--- src/rtl/fp_addsub_arbiter.sv ---
// Round-robin front end for one shared, fully pipelined single-precision add/sub unit.
// Each issued operation carries a requester tag down a pipeline that matches the unit latency.
module fp_addsub_arbiter #(
  parameter int NUM_REQ      = 4,
  parameter int UNIT_LATENCY = 1
) (
  input  logic                    clk,
  input  logic                    reset,
  input  logic [NUM_REQ-1:0]      req_valid,
  output logic [NUM_REQ-1:0]      req_ready,
  input  logic [32*NUM_REQ-1:0]   req_dataa,
  input  logic [32*NUM_REQ-1:0]   req_datab,
  input  logic [NUM_REQ-1:0]      req_sub,
  output logic [31:0]             unit_dataa,
  output logic [31:0]             unit_datab,
  input  logic [31:0]             unit_result,
  output logic [NUM_REQ-1:0]      rsp_valid,
  output logic [31:0]             rsp_result,
  output logic                    busy
);

  localparam int IDW = $clog2(NUM_REQ);

  logic [IDW-1:0]     rr_ptr_reg;
  logic [31:0]        dataa_arr [NUM_REQ];
  logic [31:0]        datab_arr [NUM_REQ];
  logic [IDW-1:0]     cand_idx  [NUM_REQ];
  logic [NUM_REQ-1:0] cand_vld;
  logic               grant_found;
  logic [IDW-1:0]     grant_idx;

  logic [UNIT_LATENCY-1:0]          stage_vld_reg;
  logic [UNIT_LATENCY-1:0][IDW-1:0] stage_id_reg;
  logic                             tail_vld;
  logic [IDW-1:0]                   tail_id;

  // Subtraction is folded into the operand path by flipping B's sign bit.
  generate
    for (genvar gi = 0; gi < NUM_REQ; gi++) begin : g_operands
      assign dataa_arr[gi] = req_dataa[32*gi +: 32];
      assign datab_arr[gi] = {req_datab[32*gi+31] ^ req_sub[gi], req_datab[32*gi +: 31]};
    end
  endgenerate

  // Candidate gi is the requester gi positions after rr_ptr, wrapped.
  generate
    for (genvar gi = 0; gi < NUM_REQ; gi++) begin : g_candidates
      logic [IDW:0] sum;
      assign sum           = {1'b0, rr_ptr_reg} + (IDW+1)'(gi);
      assign cand_idx[gi]  = (sum >= (IDW+1)'(NUM_REQ)) ? IDW'(sum - (IDW+1)'(NUM_REQ))
                                                        : IDW'(sum);
      assign cand_vld[gi]  = req_valid[cand_idx[gi]];
    end
  endgenerate

  // Scan from farthest to nearest so the nearest pending candidate wins.
  always_comb begin
    grant_found = 1'b0;
    grant_idx   = '0;
    for (int k = NUM_REQ - 1; k >= 0; k--) begin
      if (cand_vld[k]) begin
        grant_found = 1'b1;
        grant_idx   = cand_idx[k];
      end
    end
    if (reset) begin
      grant_found = 1'b0;
      grant_idx   = '0;
    end
  end

  generate
    for (genvar gi = 0; gi < NUM_REQ; gi++) begin : g_ready
      assign req_ready[gi] = grant_found && (grant_idx == IDW'(gi));
    end
  endgenerate

  assign unit_dataa = grant_found ? dataa_arr[grant_idx] : 32'h0;
  assign unit_datab = grant_found ? datab_arr[grant_idx] : 32'h0;

  always_ff @(posedge clk or posedge reset) begin
    if (reset) begin
      rr_ptr_reg <= '0;
    end else if (grant_found) begin
      rr_ptr_reg <= (grant_idx == IDW'(NUM_REQ - 1)) ? '0 : grant_idx + IDW'(1);
    end
  end

  // Tag pipeline tracks the unit's internal stages one-for-one.
  always_ff @(posedge clk or posedge reset) begin
    if (reset) begin
      stage_vld_reg <= '0;
      stage_id_reg  <= '0;
    end else begin
      stage_vld_reg[0] <= grant_found;
      stage_id_reg[0]  <= grant_idx;
      for (int k = 1; k < UNIT_LATENCY; k++) begin
        stage_vld_reg[k] <= stage_vld_reg[k-1];
        stage_id_reg[k]  <= stage_id_reg[k-1];
      end
    end
  end

  assign tail_vld = stage_vld_reg[UNIT_LATENCY-1];
  assign tail_id  = stage_id_reg[UNIT_LATENCY-1];

  generate
    for (genvar gi = 0; gi < NUM_REQ; gi++) begin : g_rsp
      assign rsp_valid[gi] = tail_vld && (tail_id == IDW'(gi));
    end
  endgenerate

  assign rsp_result = tail_vld ? unit_result : 32'h0;
  assign busy       = |stage_vld_reg;

endmodule

--- config.mk ---
export PLATFORM = sky130hd
export DESIGN_NAME = fp_addsub_arbiter
export DESIGN_NICKNAME = d
export VERILOG_FILES = /design/src/rtl/fp_addsub_arbiter.sv
export SDC_FILE = /design/constraint.sdc
export NUM_CORES = 1
export LEC_CHECK = 0
export ABC_AREA = 0
export CAP_MARGIN = 15
export CELL_PAD_IN_SITES_DETAIL_PLACEMENT = 2
export CELL_PAD_IN_SITES_GLOBAL_PLACEMENT = 2
export CORE_MARGIN = 4
export CORE_UTILIZATION = 13
export CTS_CLUSTER_DIAMETER = 30
export DETAILED_ROUTE_END_ITERATION = 8
export GPL_TIMING_DRIVEN = 0
export PLACE_DENSITY = 0.88
export SYNTH_ARGS = -nofsm -noshare
export SYNTH_HDL_FRONTEND = slang
export SYNTH_SLANG_ARGS = --single-unit
--- constraint.sdc ---
create_clock -name clk -period 2.5 [get_ports clk]
set_input_delay 0.25 -clock clk [delete_from_list [all_inputs] [get_ports clk]]
set_output_delay 0.25 -clock clk [all_outputs]
set_load 0.005 [all_outputs]
==> flow_metrics.py <==
metrics = {
    "clock_network": {
        "cts_buffers": 3,
        "cts_tree": "built",
        "clk_pin_slew_worst_paths_ns": 0.03,
        "clkSinkCount": 5,
        "insertion_delay_ns": 0.23,
        "htreeDepth": 1,
        "cts_buffer_depth": 2,
        "cts_root_buf": "clkbuf_16",
    },
    "sta": {
        "min_period_ns": 2.54,
        "rsz0062_at_grt": "true",
        "fin_setup_tns_ns": -0.216,
        "tightest_slew_ns": 0.400,
        "finalSetupViolCount": 17,
        "slew_viol_final": 0,
        "fin_hold_ws_ns": 0.168,
        "worst_slack_ns": -0.0359,
        "fin_skew_ns": 0.00119,
        "slew_headroom": 0.734,
        "period_share": 1.01,
        "fmax_mhz": 394,
        "hold_viol": 0,
    },
    "synthesis": {
        "yosys.area.top_type": "mux2i_1",
        "yosys_warnings": 0,
        "syn_area_sq_um": 3820,
        "synth.distinct_cells": 28,
        "synth.ff_latch_count": 5,
        "avgSynthCellArea_sq_um": 6.75,
        "synth_top_area_frac": 0.335,
        "synthCells": 566,
        "yosysSeqAreaShare": 0.0328,
        "syn_nets": 868,
        "synthTopCellsByArea": "mux2i_1 (34%), mux2_2 (19%), nand2_1 (13%)",
    },
    "detailed_routing": {
        "drt_wl_total_microns": 27200,
        "dr.pass1.iters": 4,
        "vias_per_cell": 4.00,
        "drt-wirelength-per-cell_microns": 19.7,
        "ant_nets": 0,
        "vias": 5510,
        "drc_errors": 0,
        "detail_route.iter0.violations": 70,
    },
    "layout": {
        "area_growth_syn_to_layout_pct": 142,
        "nNetsFinal": 1298,
        "layout_commonest_cell": "clkdlybuf4s50_1",
        "fin_util": 0.320,
        "num-fill-cells": 3264,
        "drive_gt1_frac": 0.221,
        "final_cell_mix": "clkdlybuf4s50_1 (329), nand2_1 (132), inv_1 (129)",
        "multi_input_area_sq_um": 3250,
        "n_antenna_cell": 0,
        "ff_latch_area_sq_um": 128,
    },
    "floorplan": {
        "ios": 403,
        "placementRows": 62,
        "die_area_sq_um": 32200,
        "die_y_microns": 179,
        "core_area_sq_um": 28900,
        "start_util": 0.132,
        "die_w_microns": 179,
    },
    "placement": {
        "dp_hpwl_microns": 21900,
        "gp_congestion": 0.832,
        "port-buffer-count": 402,
    },
    "power": {
        "netSwitchingFraction": 0.363,
        "clock_power_share": 0.077,
        "leakagePower_nw": 4.89,
        "p_sw_w": 0.00124,
        "vdd_drop_max_mv": 0.159,
        "report.power.total_w": 0.00342,
        "seqPwrFrac": 0.037,
        "p_comb_frac": 0.886,
        "power_density_nw_per_um2": 370,
        "intPower_w": 0.00218,
    },
    "global_routing": {
        "antenna_found_initial": 0,
        "overflow": 0,
        "grt_max_degree": 12,
        "grt_first_pass_wirelength_microns": 39600,
        "track_usage": 0.157,
        "grt_pass1_vias": 6300,
    },
    "critical_path": {
        "cp.arrival_ns": 2.29,
        "crit_path_end_kind": "output pin",
        "cpMostUsedCell": "buf_6",
        "required_ns": 2.25,
        "critPathMaxFanout": 10,
        "crit_path_cell_trace": "nor4_4 -> a2111oi_4 -> nand3_4 -> buf_6 -> buf_8 -> buf_12 -> mux2i_1 -> mux2_4 -> buf_6",
        "critPathTopFamily": "buffers and inverters",
        "slowest_stage": "dfrtp_2",
        "cp_num_buf_inv": 4,
        "cp_slowest_stage_delay_ns": 0.43,
        "crit_type": "reg -> out",
        "cp-start-kind": "flip-flop",
    },
    "hold_path": {
        "hold_path_class": "in -> async",
    },
    "job": {
        "max_cap_violations": 0,
    },
    "status": {
        "outcome": "complete, but fails checks",
        "violations": "setup timing",
    },
}
==> logic make-up after synthesis <==
| group | after synthesis | share of synthesized area |
|---|---|---|
| AOI/OAI and AO/OA | 9 | 0.0190 |
| xor gates and xnor gates | 4 | 0.00917 |
| adders and majority gates | 4 | 0.0131 |
| buffers and inverters | 170 | 0.192 |
| DFF | 5 | 0.0328 |
| muxes | 192 | 0.524 |
| and+or+nand+nor | 182 | 0.210 |
==> Yosys cell counts <==
cell type    n
nor2b_1      1
o21ai_0      2
nor2_1       4
nand3_1      1
mux2_2      64
o21ai_1      1
nand2b_1     1
a2111oi_2    1
dfrtp_1      5
inv_2        1
buf_4        1
nand2_1    132
inv_1      130
mux2i_1    128
ha_1         4
nor3b_1      3
a21oi_1      2
xnor2_1      2
o21a_1       1
and3_1       2
o311ai_2     1
xor2_1       2
clkbuf_1    19
buf_2        8
o2111ai_1    1
buf_6       11
and2_1      36
nor4_1       2
==> per-layer routing <==
metal | up-vias | track usage | part of all wire
met5 | - | 0 | 0
met1 | 2654 | 0.167 | 0.37
li1 | 2620 | - | -
met3 | 12 | 0.0354 | 0.058
met4 | 0 | 0.0186 | 0.0072
met2 | 224 | 0.319 | 0.56
==> layout make-up <==
type,count,share of cell area
inverter,131,0.0533
clock buffer,4,0.00854
timing repair buffer,428,0.470
tap,384,0.0520
multi-input combinational,391,0.352
sequential,5,0.0138
buffer,36,0.0503
==> power groups by stage <==
| stage | combinational [W] | clock (W) | sequential, W |
|---|---|---|---|
| after CTS | 0.00293 | 0.000268 | 0.000130 |
| after detailed placement | 0.00248 | 0 | 0.000126 |
| after global routing | 0.00323 | 0.000272 | 0.000132 |
| after floorplan | 0.00110 | 0 | 0.000117 |
| after global placement | 0.00242 | 0 | 0.000124 |
| final | 0.00303 | 0.000263 | 0.000128 |
==> worst register-to-register path: cells and delay by family, from the launching register on <==
kind,cells,cell delay [ns]
flops,1,0.43
fa+ha+maj,1,0.22
buf+inv,3,0.45
compound gates,2,0.47
simple gates,3,0.29
==> repair_timing <==
| item | CTS | global route |
|---|---|---|
| pin swaps | 5 | 3 |
| gates cloned | 5 | 5 |
| hold buffers | 0 | 0 |
| buffers inserted | 15 | 3 |
| resized for setup | 434 | 55 |
| endpoints found under the setup margin | 69 | 68 |
==> through the flow <==
stage / instances / area, sq um / worst slack [ns]
2_1_floorplan: 566 / 3820 / 0.518
3_3_place_gp: 1352 / 8320 / -1.13
3_5_place_dp: 1352 / 8320 / -1.13
4_1_cts: 1376 / 9050 / -0.137
5_1_grt: 1379 / 9230 / -0.0890
6_report: 1379 / 9230 / -0.0359
==> final timing paths <==
check	start	cells after the start	slack, ns	to
setup reg to reg	rr_ptr_reg[0]	9	0.50	rr_ptr_reg[1]
min in group clk	rr_ptr_reg[0]	1	0.64	rr_ptr_reg[0]
hold / removal	reset	2	0.17	stage_id_reg[0]
max in group asynchronous	reset	2	2.14	rr_ptr_reg[1]
setup / recovery	rr_ptr_reg[0]	9	-0.04	unit_dataa[11]
hold reg to reg	rr_ptr_reg[0]	1	0.64	rr_ptr_reg[0]
No activity file was read; power rests on OpenSTA's default activity.
